**config.mk**
```make
export PLATFORM = sky130hd
export DESIGN_NAME = reg_bank_scan
export DESIGN_NICKNAME = d
export VERILOG_FILES = /design/src/rtl/reg_bank_scan.sv
export SDC_FILE = /design/constraint.sdc
export NUM_CORES = 2
export LEC_CHECK = 0
export ABC_AREA = 0
export ABC_CLOCK_PERIOD_IN_PS = 6900
export BUFFER_PORTS_ARGS = -buffer_cell sky130_fd_sc_hd__clkbuf_2
export CAP_MARGIN = 10
export CORE_MARGIN = 4
export CORE_UTILIZATION = 51
export CTS_BUF_LIST = sky130_fd_sc_hd__clkbuf_8
export DETAILED_ROUTE_END_ITERATION = 8
export MAX_ROUTING_LAYER = met4
export PLACE_DENSITY = 0.67
export REMOVE_ABC_BUFFERS = 1
export SYNTH_ARGS = -nofsm -noshare
export SYNTH_HDL_FRONTEND = slang
export SYNTH_SLANG_ARGS = --single-unit
```
**constraint.sdc**
```tcl
create_clock -name clk -period 6.9 [get_ports clk]
set_input_delay 0.345 -clock clk [delete_from_list [all_inputs] [get_ports clk]]
set_output_delay 0.345 -clock clk [all_outputs]
set_load 0.1 [all_outputs]
```
**src/rtl/reg_bank_scan.sv**
```systemverilog
// Parametrised register file with N combinational read ports, one write port and a
// valid/ready dump engine. Define REG_BANK_BYPASS_EN for same-cycle write-to-read forwarding.

// One read lane: zero-register masking plus optional forwarding of the in-flight write.
module reg_bank_scan_port #(
   parameter int DATA_W   = 32,
   parameter int ADDR_W   = 5,
   parameter int ZERO_REG = 1
) (
   input  logic [ADDR_W-1:0] addr,
   input  logic [DATA_W-1:0] stored,
   input  logic              wr_ok,
   input  logic [ADDR_W-1:0] wr_addr,
   input  logic [DATA_W-1:0] wr_data,
   output logic [DATA_W-1:0] data
);
`ifndef REG_BANK_BYPASS_EN
   logic unused_fwd;
   assign unused_fwd = &{1'b0, wr_ok, wr_addr, wr_data};
`endif

   always_comb begin
      data = stored;
      if (ZERO_REG != 0 && addr == '0) data = '0;
`ifdef REG_BANK_BYPASS_EN
      // wr_ok already excludes dropped writes to the zero register
      if (wr_ok && wr_addr == addr) data = wr_data;
`endif
   end
endmodule

module reg_bank_scan #(
   parameter int DATA_W   = 32,
   parameter int ADDR_W   = 5,
   parameter int N_RD     = 2,
   parameter int ZERO_REG = 1
) (
   input  logic                   clk,
   input  logic                   reset,
   input  logic [N_RD*ADDR_W-1:0] rd_addr,
   output logic [N_RD*DATA_W-1:0] rd_data,
   input  logic                   we,
   input  logic [ADDR_W-1:0]      wr_addr,
   input  logic [DATA_W-1:0]      wr_data,
   input  logic                   dump_start,
   output logic                   dump_busy,
   output logic                   dump_valid,
   input  logic                   dump_ready,
   output logic [ADDR_W-1:0]      dump_idx,
   output logic [DATA_W-1:0]      dump_data,
   output logic                   dump_done
);
   localparam int DEPTH = 1 << ADDR_W;
   localparam logic [ADDR_W-1:0] LAST = ADDR_W'(DEPTH - 1);

   typedef enum logic [1:0] {IDLE, SCAN, DONE} state_t;

   logic [DATA_W-1:0] regs [DEPTH];
   logic              wr_ok;
   state_t            state, state_nx;
   logic [ADDR_W-1:0] idx, idx_nx;

   assign wr_ok = we && !(ZERO_REG != 0 && wr_addr == '0);

   always_ff @(posedge clk) begin
      if (!reset) begin
         for (int i = 0; i < DEPTH; i++) regs[i] <= '0;
      end else if (wr_ok) begin
         regs[wr_addr] <= wr_data;
      end
   end

   for (genvar k = 0; k < N_RD; k++) begin : g_rd
      logic [ADDR_W-1:0] ra;
      assign ra = rd_addr[k*ADDR_W +: ADDR_W];
      reg_bank_scan_port #(.DATA_W(DATA_W), .ADDR_W(ADDR_W), .ZERO_REG(ZERO_REG)) u_port (
         .addr    (ra),
         .stored  (regs[ra]),
         .wr_ok   (wr_ok),
         .wr_addr (wr_addr),
         .wr_data (wr_data),
         .data    (rd_data[k*DATA_W +: DATA_W])
      );
   end

   // Dump lane reads live contents, so a stalled beat tracks writes to its register
   reg_bank_scan_port #(.DATA_W(DATA_W), .ADDR_W(ADDR_W), .ZERO_REG(ZERO_REG)) u_dump (
      .addr    (idx),
      .stored  (regs[idx]),
      .wr_ok   (wr_ok),
      .wr_addr (wr_addr),
      .wr_data (wr_data),
      .data    (dump_data)
   );

   always_ff @(posedge clk) begin
      if (!reset) begin
         state <= IDLE;
         idx   <= '0;
      end else begin
         state <= state_nx;
         idx   <= idx_nx;
      end
   end

   always_comb begin
      state_nx   = state;
      idx_nx     = idx;
      dump_valid = 1'b0;
      dump_busy  = 1'b0;
      dump_done  = 1'b0;
      case (state)
         IDLE: begin
            idx_nx = '0;
            if (dump_start) state_nx = SCAN;
         end
         SCAN: begin
            dump_valid = 1'b1;
            dump_busy  = 1'b1;
            if (dump_ready) begin
               if (idx == LAST) state_nx = DONE;
               else             idx_nx   = idx + 1'b1;
            end
         end
         DONE: begin
            dump_done = 1'b1;
            dump_busy = 1'b1;
            state_nx  = IDLE;
            idx_nx    = '0;
         end
         default: begin
            state_nx = IDLE;
            idx_nx   = '0;
         end
      endcase
   end

   assign dump_idx = idx;
endmodule

```
==> flow_metrics.tcl <==
set metrics [dict create \
    clock-root-buffer "clkbuf_8" \
    avgRoutedWirePerCell_um 39.8 \
    period_share_pct 73.0 \
    dpl.hpwl_um 139000 \
    finalHoldViolations 0 \
    htreeDepth 4 \
    drv_slew 0 \
    cts_sinks 1036 \
    ir_drop_uv 203 \
    leakage_nw 23.2 \
    async_flop_share_pct 0 \
    via_per_inst 7.41 \
    hold_path.class "in2reg" \
    ys_ff_latch 1036 \
    clock_path_buffers 3 \
    die_w_um 361 \
    grt_pass1_vias 44800 \
    mappedNetlistArea_mm2 0.0634 \
    drt_iter0_drc 8500 \
    fmax_ghz 0.198 \
    timing.final.crit_period_ns 5.04 \
    crit_slowest_cell "nor2b_4" \
    first_pass_iters 6 \
    synthTopCellsByCount "edfxtp_1, and2_1, mux4_2" \
    dieHeight_um 361 \
    synth_warnings 0 \
    timing.rr.end "state[1]" \
    row_count 129 \
    hold_slack_ns 0.0984 \
    finalNonFillerCells 6132 \
    slowest_delay_ns 0.91 \
    min_to "regs[19][1]" \
    synth_most_common_cell "edfxtp_1" \
    tritoncts "done" \
    crit_path_max_fanout 32 \
    clk_pin_slew_ns 0.06 \
    max_slew_margin_pct 4.87 \
    grt_pass1_wl_um 339000 \
    grt_usage_pct 38.2 \
    setup_viol 0 \
    critPathKind "reg2out" \
    core_area_mm2 0.124 \
    final_core_util_pct 56.0 \
    rsz0062_at_grt "no" \
    worst_ep_required_time_ns 6.55 \
    hold_start "wr_data[1]" \
    yosys.area.top_type "edfxtp_1" \
    stdcell_area_mm2 0.0692 \
    fin_nets 4376 \
    clk_latency_ns 0.91 \
    violations "antenna violations" \
    cap_violations 0 \
    finalClockSkew_ns 0.00969 \
    seq_area_frac_synth_pct 48.9 \
    ff2ff_path_depth 8 \
    p_per_area_mw_per_mm2 227 \
    crit_top_cell "buf_4" \
    antenna_found_initial 28 \
    critical_path_arrival_ns 4.69 \
    boundaryPins 156 \
    cts_buffers 183 \
    synth_area_leaders "edfxtp_1, mux4_2, and2_1" \
    synth_top_area_share_pct 48.5 \
    path_buf_inv 3 \
    portBuffers 155 \
    vias 45500 \
    crit_family "buffers and inverters" \
    syn_inst 4301 \
    min_delay_path_depth 2 \
    placedCellCount 5762 \
    gp_congestion 0.920 \
    die_area_mm2 0.130 \
    r2r_start "dump_idx[0]" \
    post-route-drc-count 0 \
    r2r_slack_ns 4.68 \
    post_cts_buffers 0 \
    synth_flop_cell "edfxtp_1" \
    routed_wirelength_um 244000 \
    start_kind "flop" \
    synth-edff-count 1024 \
    area_delta_synth_final_pct 9.13 \
    crit_path_cell_trace "buf_4, nor2b_4, buf_4, a221oi_1, o21ai_0, a31oi_1, clkbuf_2" \
    netlist-cell-type-count 48 \
    initial_utilization_pct 51.3 \
    p_total_w 0.0157 \
    drive_gt1_share_pct 30.5 \
    syn_area_per_cell_um2 14.7 \
    worst_pin_slew_ns 1.42 \
    outcome "finished with violations" \
    placed_area_mm2 0.0657 \
    worst_setup_path_end_kind "primary output" \
    grt.overflow.total 0 \
    grt_max_degree 102 \
    ant_nets 1 \
]
-- placed cells by master (no fill, tap or decap), drive strengths merged, types with 8 or more instances in the layout --
master | netlist | layout
edfxtp | 1024 | 1024
and2 | 995 | 995
mux4 | 672 | 672
clkbuf | 299 | 334
mux2i | 258 | 258
o21ai | 164 | 164
buf | 203 | 147
a22oi | 96 | 96
inv | 9 | 73
nor2b | 72 | 72
a221oi | 68 | 68
clkinv | 0 | 67
a211oi | 64 | 64
mux2 | 64 | 64
a311oi | 64 | 64
nand2 | 60 | 60
nor2 | 50 | 50
a221o | 32 | 32
a31oi | 32 | 32
conb | 1 | 32
diode | 0 | 30
o2111ai | 28 | 28
dfxtp | 12 | 12
clkinvlp | 0 | 10
bufinv | 0 | 8
-- cell families after synthesis --
| group | Yosys count | synth area share [%] |
|---|---|---|
| xor+xnor | 3 | 0.0414 |
| buf+inv | 511 | 4.20 |
| simple gates | 1197 | 11.4 |
| compound gates | 552 | 6.27 |
| flops | 1036 | 48.9 |
| fa+ha+maj | 7 | 0.138 |
| other cells | 1 | 0.00591 |
| mux | 994 | 29.1 |
-- power breakdown --
group | internal [W] | leakage (nW) | switching, W
Sequential | 0.00728 | 9.85 | 0.000257
Combinational | 0.000904 | 11.4 | 0.00178
Clock | 0.00280 | 1.95 | 0.00273
-- final cells by class --
| type | instances | area [um2] |
|---|---|---|
| Antenna cell | 30 | 75.1 |
| Clock buffer | 184 | 2530 |
| Clock inverter | 149 | 891 |
| Fill cell | 9993 | 54400 |
| Inverter | 9 | 40.0 |
| Multi-Input combinational cell | 2785 | 30600 |
| Sequential cell | 1036 | 31000 |
| Tap cell | 1637 | 2050 |
| Timing Repair Buffer | 302 | 2060 |
-- worst register-to-register path, cell delays in order (launching register included) --
cell and delay [ns]:
dfxtp_1 0.35, ha_1 0.22, and3_1 0.18, ha_1 0.18, a21boi_0 0.31, a21oi_1 0.07, dlygate4sd3_1 0.58, mux2i_1 0.16
nor2_1 0.05
-- metrics by stage --
step	setup slack (ns)	setup TNS [ns]
final	1.86	0
after global routing	1.77	0
after CTS	1.84	0
after detailed placement	2.24	0
after global placement	2.33	0
after floorplan	-5.47	-170.70
-- worst max path at each step --
stage | from | end | slack (ns) | cells after the start
2_1_floorplan | flop | dump_data[0] | -5.47 | 4
3_3_place_gp | rd_addr[4] | rd_data[15] | 2.33 | 6
3_5_place_dp | rd_addr[4] | rd_data[15] | 2.24 | 6
4_1_cts | flop | dump_data[23] | 1.84 | 7
5_1_grt | flop | dump_data[28] | 1.77 | 7
6_report | flop | dump_data[26] | 1.86 | 7
-- layer usage --
metal	global-route usage, %	vias up	share of wire, %
met5	-	-	0
met4	21.5	0	6.7
met3	12.3	939	16
met2	54.2	4347	44
met1	48.8	23000	34
li1	-	17200	-
-- sequential cells by signal, summed over array words and instances, names as in the netlist, named ones only --
name	cells
regs	1024
dump_idx	5
state	2
-- what timing repair did --
item                       in CTS  in global routing
hold buffers                    5                  0
gates resized for setup         0                  0
setup endpoints to repair       0                  0
hold endpoints to repair       11                  0
Note: power is estimated with default switching activity, not from simulation.
